`src/rtl/uart_rx_if.sv`:
```
// Receive-side bus: line/handshake inputs from the consumer and the received byte with its status flags.
interface uart_rx_if #(
  parameter int DATA_BITS = 8
);
  logic                 rx_enable;
  logic                 rx_in;
  logic                 uld_rx_data;
  logic [DATA_BITS-1:0] rx_data;
  logic                 rx_empty;
  logic                 rx_over_run;
  logic                 rx_frame_err;

  modport master (
    output rx_enable, rx_in, uld_rx_data,
    input  rx_data, rx_empty, rx_over_run, rx_frame_err
  );

  modport slave (
    input  rx_enable, rx_in, uld_rx_data,
    output rx_data, rx_empty, rx_over_run, rx_frame_err
  );
endinterface

```
`src/rtl/uart_rx.sv`:
```
// Oversampled UART receiver: start/stop checking, LSB-first assembly,
// load/unload handshake with sticky overrun and framing-error flags.
module uart_rx #(
  parameter int DATA_BITS  = 8,
  parameter int OVERSAMPLE = 16
) (
  input logic      rxclk,
  input logic      reset_n,
  uart_rx_if.slave bus
);
  localparam int CW = $clog2(OVERSAMPLE);
  localparam int IW = (DATA_BITS > 1) ? $clog2(DATA_BITS) : 1;

  localparam logic [1:0] IDLE  = 2'd0;
  localparam logic [1:0] START = 2'd1;
  localparam logic [1:0] DATA  = 2'd2;
  localparam logic [1:0] STOP  = 2'd3;

  localparam logic [CW-1:0] HALF     = CW'(OVERSAMPLE/2 - 1);
  localparam logic [CW-1:0] LAST     = CW'(OVERSAMPLE - 1);
  localparam logic [IW-1:0] IDX_LAST = IW'(DATA_BITS - 1);

  logic [1:0]           state;
  logic [CW-1:0]        cnt;
  logic [IW-1:0]        idx;
  logic                 sync1, rx_s;
  logic [DATA_BITS-1:0] shreg;
  logic                 stop_hit, load, frame_bad;

  assign stop_hit  = bus.rx_enable && (state == STOP) && (cnt == LAST);
  assign load      = stop_hit && rx_s;
  assign frame_bad = stop_hit && !rx_s;

  // Two-flop synchronizer, preset to idle-high so reset never fakes a start edge.
  always_ff @(posedge rxclk) begin
    if (!reset_n) begin
      sync1 <= 1'b1;
      rx_s  <= 1'b1;
    end else begin
      sync1 <= bus.rx_in;
      rx_s  <= sync1;
    end
  end

  always_ff @(posedge rxclk) begin
    if (!reset_n || !bus.rx_enable) begin
      state <= IDLE;
      cnt   <= '0;
      idx   <= '0;
      if (!reset_n) shreg <= '0;
    end else begin
      case (state)
        IDLE: if (!rx_s) begin
          state <= START;
          cnt   <= '0;
        end
        START: if (cnt == HALF) begin
          // A high line at mid start bit is a glitch, not a frame.
          if (!rx_s) begin
            state <= DATA;
            cnt   <= '0;
            idx   <= '0;
          end else begin
            state <= IDLE;
          end
        end else begin
          cnt <= cnt + 1'b1;
        end
        DATA: if (cnt == LAST) begin
          shreg[idx] <= rx_s;
          cnt        <= '0;
          if (idx == IDX_LAST) state <= STOP;
          else                 idx   <= idx + 1'b1;
        end else begin
          cnt <= cnt + 1'b1;
        end
        default: if (cnt == LAST) begin
          state <= IDLE;
          cnt   <= '0;
        end else begin
          cnt <= cnt + 1'b1;
        end
      endcase
    end
  end

  // Loads and flag sets take priority over a same-cycle unload.
  always_ff @(posedge rxclk) begin
    if (!reset_n) begin
      bus.rx_data      <= '0;
      bus.rx_empty     <= 1'b1;
      bus.rx_over_run  <= 1'b0;
      bus.rx_frame_err <= 1'b0;
    end else begin
      if (load) begin
        bus.rx_data  <= shreg;
        bus.rx_empty <= 1'b0;
      end else if (bus.uld_rx_data) begin
        bus.rx_empty <= 1'b1;
      end

      if (load && !bus.rx_empty && !bus.uld_rx_data) bus.rx_over_run <= 1'b1;
      else if (bus.uld_rx_data)                       bus.rx_over_run <= 1'b0;

      if (frame_bad)            bus.rx_frame_err <= 1'b1;
      else if (bus.uld_rx_data) bus.rx_frame_err <= 1'b0;
    end
  end
endmodule
```
`src/flat_wrapper.sv`:
```
// flat-port wrapper written by rule: the top's interface ports become plain ports
module uart_rx_flat 
#(
  parameter int DATA_BITS  = 8,
  parameter int OVERSAMPLE = 16
)
  (rxclk, reset_n, bus_rx_enable, bus_rx_in, bus_uld_rx_data, bus_rx_data, bus_rx_empty, bus_rx_over_run, bus_rx_frame_err);
  uart_rx_if #(.DATA_BITS(DATA_BITS)) bus_i ();
  input logic rxclk;
  input logic reset_n;
  input wire logic [$bits(bus_i.rx_enable)-1:0] bus_rx_enable;
  input wire logic [$bits(bus_i.rx_in)-1:0] bus_rx_in;
  input wire logic [$bits(bus_i.uld_rx_data)-1:0] bus_uld_rx_data;
  output wire logic [$bits(bus_i.rx_data)-1:0] bus_rx_data;
  output wire logic [$bits(bus_i.rx_empty)-1:0] bus_rx_empty;
  output wire logic [$bits(bus_i.rx_over_run)-1:0] bus_rx_over_run;
  output wire logic [$bits(bus_i.rx_frame_err)-1:0] bus_rx_frame_err;
  assign bus_i.rx_enable = bus_rx_enable;
  assign bus_i.rx_in = bus_rx_in;
  assign bus_i.uld_rx_data = bus_uld_rx_data;
  assign bus_rx_data = bus_i.rx_data;
  assign bus_rx_empty = bus_i.rx_empty;
  assign bus_rx_over_run = bus_i.rx_over_run;
  assign bus_rx_frame_err = bus_i.rx_frame_err;
  uart_rx #(.DATA_BITS(DATA_BITS), .OVERSAMPLE(OVERSAMPLE)) u_core (.rxclk(rxclk), .reset_n(reset_n), .bus(bus_i));
endmodule
```
`config.mk`:
```
export PLATFORM = sky130hd
export DESIGN_NAME = uart_rx_flat
export DESIGN_NICKNAME = d
export VERILOG_FILES = /design/src/rtl/uart_rx_if.sv /design/src/rtl/uart_rx.sv /design/src/flat_wrapper.sv
export SDC_FILE = /design/constraint.sdc
export NUM_CORES = 1
export LEC_CHECK = 0
export CORE_ASPECT_RATIO = 1.2
export CORE_MARGIN = 2
export CORE_UTILIZATION = 50
export DETAILED_ROUTE_END_ITERATION = 12
export PLACE_DENSITY_LB_ADDON = 0.12
export SLEW_MARGIN = 40
export SYNTH_ARGS = -nofsm -noshare
export SYNTH_HDL_FRONTEND = slang
export SYNTH_SLANG_ARGS = --single-unit
```
`constraint.sdc`:
```
create_clock -name rxclk -period 1.7 [get_ports rxclk]
set_clock_uncertainty 0.15 [all_clocks]
set_input_delay 0.34 -clock rxclk [delete_from_list [all_inputs] [get_ports rxclk]]
set_output_delay 0.34 -clock rxclk [all_outputs]
set_load 0.005 [all_outputs]
```
==> results.cfg <==
[yosys]
synth_edf_count = 8
synth_seq_cells = 30
ys.flop_type = dfxtp_1
netlist_instances = 159
yosysWarnings = 0
avgSynthCellArea_um2 = 9.69
yosysUniqueCellTypes = 43
async_flop_share_pct = 0
syn-cell-area_mm2 = 0.00154
ys_seq_area_share_pct = 44.2
synth_nets = 167

[critical_path]
path_delay_family = buffers and inverters
crit_type = reg2out
critPathBufInv = 1
required_ns = 1.21
cp_cell_sequence = clkdlybuf4s50_1
r2r_cells = 5
r2r_end = u_core.shreg[6]
worst_path_largest_cell_delay_ns = 0.50
startpoint_type = register
critPathSlowestCell = clkdlybuf4s50_1
r2r_setup_slack_ns = 0.10
r2r-start = u_core.cnt[0]
cp_data_arrival_time_ns = 1.16
crit_path_max_fanout = 2
endpoint_kind = output pin

[timing]
finalHoldViolCount = 0
finalCriticalPeriod_ns = 1.65
fmax_mhz = 605
relSlewSlack_pct = 73.5
finalSetupTns_ns = 0
rsz0062_at_grt = no
fin_crit_sh_pct = 97.3
worst_slew_pin_slew_ns = 0.397
setup_violations = 0
slew_viol_final = 0

[route]
drt_first_pass_iters = 4
vias_per_cell = 5.48
dr_wl_met3_um = 102
drc = 0
via_count = 1216
wl_met1_um = 1350
wl_per_cell_um = 13.8
wirelength_um = 3070
dr.first_iter.drc_count = 18
ant_nets = 0
dr.max_layer_used = met4
wl_met2_um = 1560

[power_and_ir_drop]
p_per_area_mw_per_mm2 = 683
switching_share_pct = 23.2
clkPwrFrac_pct = 34.6
pwr-share-seq_pct = 59.3
p_int_mw = 0.985
fin_total_pwr_mw = 1.28
vdd_drop_max_v = 0.000536
power_switching_mw = 0.298
p_comb_share_pct = 6.1
cellLeakagePower_nw = 0.795

[worst_hold_path]
worstHoldEndpoint = u_core.rx_s
whs_path_depth = 1
hold_class = reg2reg
min_from = u_core.sync1

[clock_tree]
numCtsBuffers = 5
cts_buffer_depth = 2
hold_buffers = 0
cts_max_level = 2
cts_tree = yes
clockRootBuffer = clkbuf_4
cts.clk_slew.worst_paths_ns = 0.10
worstSkewPairLatency_ns = 0.33
clock_sinks = 30
post_cts_buffers = 0

[layout]
final_cell_mix = nand2_1 (23), mux2i_1 (19), buf_4 (15)
fillers = 257
insertedDiodeCount = 0
fin_nets = 193
syn2layout_area_growth_pct = 21.9
layout-drive-gt1-share_pct = 24.7
postLayoutCoreUtil_pct = 62.6
layout_commonest_cell = nand2_1
instances_no_fill = 222

[floorplanning]
start_util_pct = 51.4
dieArea_mm2 = 0.00354
dieWidth_um = 54.7
io_pins = 16
coreArea_mm2 = 0.00300
row_count = 22
die_h_um = 64.8

[place]
placedCellCount = 213
io_buffers = 15
hpwl_um = 2220
place_congestion = 0.882

[job]
max-cap-violations = 0

[global_routing]
antenna_found_initial = 0
grt_max_degree = 22
grt_pass1_vias = 1122
grt-ovfl-total = 0
grt_usage_pct = 19.3
grt_pass1_wl_um = 5000

[status]
status = finished clean
## per-stage QoR
step | hold WS, ns | instance area [um^2] | setup WS, ns
6_report | 0.290 | 1880 | 0.0460
5_1_grt | 0.324 | 1880 | 0.00345
4_1_cts | 0.300 | 1840 | 0.00801
3_5_place_dp | 0.276 | 1780 | -0.110
3_3_place_gp | 0.247 | 1780 | -0.0745
2_1_floorplan | 0.236 | 1540 | 0.0939
## synthesized netlist by cell type (3+ instances only)
cell type	n	share of area (%)
nand3_1	9	2.9
o21ai_0	3	0.97
edfxtp_1	8	16
mux2i_1	19	12
nor2_1	12	2.9
buf_2	4	1.3
and2_1	3	1.2
nand3b_1	4	1.9
nor3b_1	3	1.5
nand2_1	23	5.6
buf_4	5	2.4
dfxtp_1	22	29
ha_1	3	2.4
inv_1	6	1.5
## what timing repair did
action                                  4_1_cts  5_1_grt
pin swaps                                     0        1
endpoints found under the setup margin        1       27
gates resized for setup                       1       16
cloned                                        0        1
## cell type report
cell class / count / area [um^2] / area share, %
clock inverters: 1 / 5.00 / 0.266
inverters: 7 / 26.3 / 1.40
clock buffers: 7 / 55.1 / 2.93
repair buffers: 32 / 295 / 15.7
flip-flops and latches: 30 / 693 / 36.9
well taps: 36 / 45.0 / 2.40
multi-input cells: 109 / 759 / 40.4
## registers in the layout, indices dropped and copies added, names as in the netlist
register                 flops
u_core.bus.rx_data           8
u_core.shreg                 8
u_core.cnt                   4
u_core.idx                   3
u_core.state                 2
u_core.bus.rx_empty          1
u_core.bus.rx_frame_err      1
u_core.bus.rx_over_run       1
u_core.rx_s                  1
u_core.sync1                 1
## cells by family (layout without fill, tap and decap cells)
logic type                 count (synthesis)  count (layout)  synth area share, %
and+or+nand+nor                           68              68                 22.8
DFF                                       30              30                 44.2
muxes                                     20              20                 13.1
buffers and inverters                     20              47                 7.39
AOI/OAI and AO/OA                         18              18                 10.1
adders and majority gates                  3               3                 2.44
## power groups by stage
stage	sequential [mW]	combinational, mW	clock [mW]
floorplan	0.771	0.0489	0
global placement	0.776	0.0766	0
detailed placement	0.777	0.0780	0
CTS	0.761	0.0784	0.462
global route	0.763	0.0871	0.485
finish	0.761	0.0776	0.445
## per-layer routing
layer | global-route usage (%) | vias up
met5 | 0 | -
li1 | - | 613
met2 | 31.4 | 22
met1 | 22.5 | 574
met4 | 8.13 | 0
met3 | 5.99 | 7
## worst max path at each step
stage                     startpoint              end  cells past startpoint
2_1_floorplan          u_core.cnt[0]  u_core.shreg[0]                      4
3_3_place_gp                 reset_n    u_core.cnt[3]                      4
3_5_place_dp                 reset_n    u_core.cnt[3]                      4
4_1_cts        u_core.bus.rx_data[5]   bus_rx_data[5]                      1
5_1_grt        u_core.bus.rx_data[7]   bus_rx_data[7]                      1
6_report       u_core.bus.rx_data[5]   bus_rx_data[5]                      1
No activity file was read; power rests on OpenSTA's default activity.
